### src/rtl/lfsr_sched_pkg.sv
// Shared types and helpers for the LFSR round-robin scheduler: state encoding,
// Galois feedback mask and the seed lock-up guard.
package lfsr_sched_pkg;

    localparam logic [31:0] TAP_MASK      = 32'hA300_0001;
    localparam logic [31:0] ZERO_SEED_SUB = 32'h0000_0001;

    typedef enum logic [1:0] {
        IDLE  = 2'd0,
        STEP  = 2'd1,
        GRANT = 2'd2
    } state_e;

    function automatic logic [31:0] lfsr_step(input logic [31:0] s);
        return {s[30:0], 1'b0} ^ (s[31] ? TAP_MASK : 32'h0);
    endfunction

    // An all-zero Galois LFSR never leaves zero, so zero is replaced on load.
    function automatic logic [31:0] seed_guard(input logic [31:0] v);
        return (v == 32'h0) ? ZERO_SEED_SUB : v;
    endfunction

endpackage

### src/rtl/lfsr_rr_sched_if.sv
// Bus between the scheduler and its requesters. Handshake: a requester holds its req bit
// high until it sees its gnt bit for one cycle; rnd_word is valid while rnd_valid is high.
interface lfsr_rr_sched_if #(
    parameter int N_REQ = 4
);
    logic                     seed_load;
    logic [31:0]              seed_val;
    logic [N_REQ-1:0]         req;
    logic [N_REQ-1:0]         gnt;
    logic                     rnd_valid;
    logic [31:0]              rnd_word;
    logic                     busy;
    lfsr_sched_pkg::state_e   dbg_state;

    modport master (
        output seed_load, seed_val, req,
        input  gnt, rnd_valid, rnd_word, busy, dbg_state
    );

    modport slave (
        input  seed_load, seed_val, req,
        output gnt, rnd_valid, rnd_word, busy, dbg_state
    );
endinterface

### src/rtl/lfsr32_galois.sv
// 32-bit Galois LFSR register with seed load (priority) and step enable.
module lfsr32_galois
    import lfsr_sched_pkg::*;
#(
    parameter logic [31:0] SEED = 32'h0000_0001
) (
    input  logic        clk,
    input  logic        rst_n,
    input  logic        step_en,
    input  logic        load,
    input  logic [31:0] load_val,
    output logic [31:0] state
);

    always_ff @(posedge clk or negedge rst_n) begin
        if (!rst_n) begin
            state <= seed_guard(SEED);
        end else if (load) begin
            state <= seed_guard(load_val);
        end else if (step_en) begin
            state <= lfsr_step(state);
        end
    end

endmodule

### src/rtl/lfsr_rr_sched.sv
// Round-robin scheduler serving decorrelated words from one shared 32-bit Galois LFSR.
// Build option LFSR_SCHED_FREERUN_EN: the LFSR also advances in IDLE and GRANT cycles.
module lfsr_rr_sched
    import lfsr_sched_pkg::*;
#(
    parameter int          N_REQ = 4,
    parameter int          STEPS = 32,
    parameter logic [31:0] SEED  = 32'h0000_0001
) (
    input  logic           clk,
    input  logic           rst_n,
    lfsr_rr_sched_if.slave bus
);

    localparam int               PTR_W    = $clog2(N_REQ);
    localparam logic [PTR_W-1:0] LAST     = PTR_W'(N_REQ - 1);
    localparam logic [7:0]       CNT_INIT = 8'(STEPS - 1);
`ifdef LFSR_SCHED_FREERUN_EN
    localparam logic             FREERUN  = 1'b1;
`else
    localparam logic             FREERUN  = 1'b0;
`endif

    state_e           state_q, state_d;
    logic [7:0]       cnt_q, cnt_d;
    logic [PTR_W-1:0] ptr_q, ptr_d;
    logic [PTR_W-1:0] winner_q, winner_d;
    logic [N_REQ-1:0] gnt_q, gnt_d;
    logic             rnd_valid_q, rnd_valid_d;
    logic [31:0]      rnd_word_q, rnd_word_d;
    logic             busy_q;
    logic             step_en;
    logic [31:0]      lfsr_q;

    // First set request at or after p, searching cyclically.
    function automatic logic [PTR_W-1:0] rr_pick(input logic [N_REQ-1:0] r,
                                                 input logic [PTR_W-1:0] p);
        logic [PTR_W-1:0] pick;
        logic             found;
        int               idx;
        pick  = p;
        found = 1'b0;
        for (int i = 0; i < N_REQ; i++) begin
            idx = (int'(p) + i) % N_REQ;
            if (!found && r[idx[PTR_W-1:0]]) begin
                pick  = idx[PTR_W-1:0];
                found = 1'b1;
            end
        end
        return pick;
    endfunction

    lfsr32_galois #(
        .SEED (SEED)
    ) u_lfsr (
        .clk      (clk),
        .rst_n    (rst_n),
        .step_en  (step_en),
        .load     (bus.seed_load),
        .load_val (bus.seed_val),
        .state    (lfsr_q)
    );

    always_comb begin
        state_d     = state_q;
        cnt_d       = cnt_q;
        ptr_d       = ptr_q;
        winner_d    = winner_q;
        gnt_d       = '0;
        rnd_valid_d = 1'b0;
        rnd_word_d  = rnd_word_q;
        step_en     = FREERUN;

        case (state_q)
            IDLE: begin
                if (|bus.req) begin
                    winner_d = rr_pick(bus.req, ptr_q);
                    cnt_d    = CNT_INIT;
                    state_d  = STEP;
                end
            end
            STEP: begin
                step_en = 1'b1;
                if (cnt_q == 8'd0) begin
                    rnd_word_d        = lfsr_step(lfsr_q);
                    gnt_d[winner_q]   = 1'b1;
                    rnd_valid_d       = 1'b1;
                    state_d           = GRANT;
                end else begin
                    cnt_d = cnt_q - 8'd1;
                end
            end
            GRANT: begin
                ptr_d   = (winner_q == LAST) ? '0 : winner_q + PTR_W'(1);
                state_d = IDLE;
            end
            default: state_d = IDLE;
        endcase

        // Seeding aborts any in-flight request; ptr stays so the same winner is re-picked.
        if (bus.seed_load) begin
            state_d     = IDLE;
            cnt_d       = '0;
            gnt_d       = '0;
            rnd_valid_d = 1'b0;
            rnd_word_d  = rnd_word_q;
        end
    end

    always_ff @(posedge clk or negedge rst_n) begin
        if (!rst_n) begin
            state_q     <= IDLE;
            cnt_q       <= '0;
            ptr_q       <= '0;
            winner_q    <= '0;
            gnt_q       <= '0;
            rnd_valid_q <= 1'b0;
            rnd_word_q  <= '0;
            busy_q      <= 1'b0;
        end else begin
            state_q     <= state_d;
            cnt_q       <= cnt_d;
            ptr_q       <= ptr_d;
            winner_q    <= winner_d;
            gnt_q       <= gnt_d;
            rnd_valid_q <= rnd_valid_d;
            rnd_word_q  <= rnd_word_d;
            busy_q      <= (state_d != IDLE);
        end
    end

    assign bus.gnt       = gnt_q;
    assign bus.rnd_valid = rnd_valid_q;
    assign bus.rnd_word  = rnd_word_q;
    assign bus.busy      = busy_q;
    assign bus.dbg_state = state_q;

endmodule

### src/flat_wrapper.sv
// flat-port wrapper written by rule: the top's interface ports become plain ports
module lfsr_rr_sched_flat import lfsr_sched_pkg::*;
#(
    parameter int          N_REQ = 4,
    parameter int          STEPS = 32,
    parameter logic [31:0] SEED  = 32'h0000_0001
)
  (clk, rst_n, bus_seed_load, bus_seed_val, bus_req, bus_gnt, bus_rnd_valid, bus_rnd_word, bus_busy, bus_dbg_state);
  lfsr_rr_sched_if #(.N_REQ(N_REQ)) bus_i ();
  input  logic clk;
  input  logic rst_n;
  input wire logic [$bits(bus_i.seed_load)-1:0] bus_seed_load;
  input wire logic [$bits(bus_i.seed_val)-1:0] bus_seed_val;
  input wire logic [$bits(bus_i.req)-1:0] bus_req;
  output wire logic [$bits(bus_i.gnt)-1:0] bus_gnt;
  output wire logic [$bits(bus_i.rnd_valid)-1:0] bus_rnd_valid;
  output wire logic [$bits(bus_i.rnd_word)-1:0] bus_rnd_word;
  output wire logic [$bits(bus_i.busy)-1:0] bus_busy;
  output wire logic [$bits(bus_i.dbg_state)-1:0] bus_dbg_state;
  assign bus_i.seed_load = bus_seed_load;
  assign bus_i.seed_val = bus_seed_val;
  assign bus_i.req = bus_req;
  assign bus_gnt = bus_i.gnt;
  assign bus_rnd_valid = bus_i.rnd_valid;
  assign bus_rnd_word = bus_i.rnd_word;
  assign bus_busy = bus_i.busy;
  assign bus_dbg_state = bus_i.dbg_state;
  lfsr_rr_sched #(.N_REQ(N_REQ), .STEPS(STEPS), .SEED(SEED)) u_core (.clk(clk), .rst_n(rst_n), .bus(bus_i));
endmodule
### config.mk
export PLATFORM = sky130hd
export DESIGN_NAME = lfsr_rr_sched_flat
export DESIGN_NICKNAME = d
export VERILOG_FILES = /design/src/rtl/lfsr_sched_pkg.sv /design/src/rtl/lfsr_rr_sched_if.sv /design/src/rtl/lfsr32_galois.sv /design/src/rtl/lfsr_rr_sched.sv /design/src/flat_wrapper.sv
export SDC_FILE = /design/constraint.sdc
export NUM_CORES = 1
export LEC_CHECK = 0
export BUFFER_PORTS_ARGS = -buffer_cell sky130_fd_sc_hd__buf_2
export CORE_MARGIN = 5
export CORE_UTILIZATION = 50
export DETAILED_ROUTE_END_ITERATION = 16
export GPL_TIMING_DRIVEN = 0
export PLACE_DENSITY_LB_ADDON = 0.12
export RECOVER_POWER = 50
export SYNTH_ARGS = -nofsm -noshare
export SYNTH_HDL_FRONTEND = slang
export SYNTH_HIERARCHICAL = 1
export SYNTH_SLANG_ARGS = --single-unit
export TNS_END_PERCENT = 20
### constraint.sdc
create_clock -name clk -period 2.12 [get_ports clk]
set_input_delay 0.106 -clock clk [delete_from_list [all_inputs] [get_ports clk]]
set_output_delay 0.106 -clock clk [all_outputs]
set_load 0.05 [all_outputs]
==> Flow_metrics.wiki <==
{| class="wikitable"
! Metric !! Value
|-
| Result of the run || finished clean
|-
| Number of top-level pins || 79
|-
| Worst-margin pin slew || 957 ps
|-
| Vias in the first global route || 3099
|-
| Antenna diode count || 0
|-
| Pleak || 2.26 nW
|-
| Syn. warnings || 6
|-
| Register clock-pin slew on the reported worst setup and hold paths || 90 ps
|-
| Fmax || 486 MHz
|-
| Die width || 98.7 um
|-
| DR iter-0 viols || 160
|-
| Number of synthesized register bits || 84
|-
| Share of synthesized registers carrying an async set or reset || 100%
|-
| Layout cells sized above 1 || 28.8%
|-
| Root buf cell || clkbuf_8
|-
| Critical R2R Capture || u_core/cnt_q[6]$_DFFE_PN0P_
|-
| Reported max-cap violation count || 0
|-
| Die Height || 98.7 um
|-
| Total gr overflow || 0
|-
| Clock network latency to the later pin of the worst-skew pair || 340 ps
|-
| Clock tree from TritonCTS || built
|-
| Cells on worst reg2reg path || 6
|-
| Kind of start point of the critical path || flip-flop
|-
| CP Data Required Time || 2390 ps
|-
| Worst r2r src || u_core/cnt_q[0]$_DFFE_PN0P_
|-
| Total core area || 0.00769 mm^2
|-
| Layout Utilization || 63.0%
|-
| P&R area growth vs syn || 23.3%
|-
| Routability congestion estimate from global placement || 0.849
|-
| Critical path endpoint || u_core/cnt_q[6]$_DFFE_PN0P_
|-
| Wire length of the first global-routing pass || 15300 um
|-
| Power per cell area || 1220 mW/mm^2
|-
| Synth Net Count || 392
|-
| Worst hold slack || 8.53 ps
|-
| Post-synth design cell area || 0.00393 mm^2
|-
| Hold crit path type || in2reg
|-
| Placed wire-length estimate || 6420 um
|-
| Mean instance size in the synthesized netlist || 11.3 um^2
|-
| Max-slew violations || 0
|-
| Starting utilization of the core area || 51.1%
|-
| Arr. time, crit path || 2330 ps
|-
| Ratio of final minimum period to clock period || 97.1%
|-
| Post-layout total power || 5.91 mW
|-
| Setup repair after global routing missed its margin || yes
|-
| Detailed-route wire length per cell || 15.8 um
|-
| Total Routed Length || 8860 um
|-
| Area enclosed by the die boundary || 0.00973 mm^2
|-
| Path type of the worst setup path || reg2reg
|-
| DRC viols || 0
|-
| Minimum clock period || 2060 ps
|-
| Row Count || 32
|-
| Launch point of the critical path || u_core/cnt_q[0]$_DFFE_PN0P_
|-
| Final Hold Violating Endpoints || 0
|-
| Iteration count of the initial detailed-routing pass || 4
|-
| Placed cells || 529
|-
| Setup tns final || 0 ps
|-
| Number of H-tree levels || 3
|-
| Fill cell instance count of the final layout || 661
|-
| Post-DRT Antenna Nets || 0
|-
| Antenna violations before repair || 0
|-
| Setup clock skew after layout || 10.9 ps
|-
| Min-Delay Path Depth || 3
|-
| Largest net degree at the start of global routing || 71
|-
| Worst max-slew margin expressed relative to the limit || 36.2%
|-
| Sink count of the clock tree || 84
|-
| Via count || 3072
|-
| Count of mapped cells out of synthesis || 348
|-
| CP Capture Type || flip-flop
|-
| CTS Buffer Depth || 2
|-
| Commonest register cell after synthesis || dfrtp_1
|-
| Final setup vio count || 0
|-
| Number of flops mapped to enable cells by yosys || 0
|-
| Share of the yosys chip area belonging to registers || 53.5%
|-
| IO Port Bufs || 78
|-
| Netlist cell types || 48
|-
| GRT Overall Usage || 19.2%
|-
| Fin nets || 499
|-
| Critical Path Fanout Max || 7
|-
| Reg-to-reg setup timing slack || 60 ps
|-
| Peak supply drop || 0.602 mV
|-
| Number of non-filler instances in the completed layout || 561
|-
| Clock buffer count from CTS || 9
|-
| Vias per cell || 5.48
|}
metrics by stage:
step	instance area, um^2	setup WS (ps)
2_1_floorplan	3930	69.8
3_3_place_gp	4450	-17.8
3_5_place_dp	4480	-53.9
4_1_cts	4840	27.4
5_1_grt	4840	-16.9
6_report	4840	61.5
where the power goes:
part / internal [mW] / total, mW / switching, mW
clock network: 0.654 / 1.20 / 0.549
registers: 2.04 / 2.33 / 0.293
logic: 0.711 / 2.37 / 1.66
total: 3.40 / 5.91 / 2.51
flip-flops by register name, indices dropped and copies added (netlist names):
| register | count |
|---|---|
| u_core/bus.busy | 1 |
| u_core/bus.dbg_state | 2 |
| u_core/bus.gnt | 4 |
| u_core/bus.rnd_valid | 1 |
| u_core/bus.rnd_word | 32 |
| u_core/cnt_q | 8 |
| u_core/ptr_q | 2 |
| u_core/u_lfsr/state | 32 |
| u_core/winner_q | 2 |
cells in the final DEF, fill, tap and decap left out, types with 5 or more instances in the layout:
cell type      netlist  routed
nand2_1             40      40
mux2i_1             28      28
clkbuf_8             0       9
inv_1                6       6
dlygate4sd3_1        0      15
nor4_1              11      11
nor2_1               5       5
mux2_2              33      33
a21oi_1             13      13
o21ai_0             13      12
clkbuf_1             6      26
o21ai_1             27      28
xor2_1               5       5
buf_2                8      65
dfrtp_1             83      83
kinds of logic after synthesis:
kind of cell / synth area share, %
fa+ha+maj: 1.59
mux: 16.6
xor+xnor: 1.78
compound gates: 11.0
simple gates: 11.8
buf+inv: 3.72
flops: 53.5
synthesized netlist by cell type, types with 3 or more instances:
cell      count  area (um^2)
a211oi_1      4         30.0
mux2_2       33          372
xor2_1        5         43.8
o31ai_1       4         30.0
nor4_1       11         68.8
buf_2         8         40.0
dfrtp_1      83         2080
and2_1        4         25.0
nand2b_1      4         25.0
or4_1         4         30.0
a21oi_1      13         65.1
ha_1          5         62.6
buf_6         3         33.8
o21ai_0      13         65.1
nand2_1      40          150
clkbuf_1      6         22.5
mux2i_1      28          280
xnor2_1       3         26.3
nor2b_1       3         18.8
nor3_1        3         15.0
o21ai_1      27          135
inv_1         6         22.5
nor2_1        5         18.8
how the worst min path moves through the flow:
stage / from / end / slack [ps]
after CTS: bus_seed_val[16] / u_core/u_lfsr/state[16]$_DFFE_PN0P_ / 0.2
after detailed placement: rst_n / u_core/bus.rnd_word[29]$_DFFE_PN0P_ / -10
after floorplan: rst_n / u_core/bus.busy$_DFF_PN0_ / -190
after global routing: bus_seed_val[30] / u_core/u_lfsr/state[30]$_DFFE_PN0P_ / 7
final: bus_seed_val[16] / u_core/u_lfsr/state[16]$_DFFE_PN0P_ / 9
after global placement: bus_seed_val[20] / u_core/u_lfsr/state[20]$_DFFE_PN0P_ / 330
layout make-up:
cell class	instances	area (um^2)	share of cell area, %
buffer	21	128	2.63
clock buffer	10	128	2.63
sequential	84	2100	43.4
clock inverter	5	77.6	1.60
timing repair buffer	96	559	11.5
inverter	7	30.0	0.620
multi-input combinational	236	1690	34.9
tap	102	128	2.63
routing by layer:
layer  GRT usage [%]  up-vias  share of wire, %
li1                -     1466                 -
met3            4.32        9               6.6
met4            5.57        0               1.0
met2            29.5       98                47
met5               0        -                 0
met1            27.3     1499                45
repair_timing:
action | 4_1_cts | 5_1_grt
hold buffers | 14 | 1
pin swaps | 1 | 0
resized for setup | 0 | 8
endpoints found under the setup margin | 30 | 39
buffers inserted | 2 | 0
endpoints found under the hold margin | 96 | 1
critical path: stages, from the launching register on:
cell and delay [ps]:
dfrtp_1 430, inv_1 90, ha_2 220, or4b_1 420
buf_2 190, or4_1 490, a21oi_1 150
(Power assumes the default switching activity.)
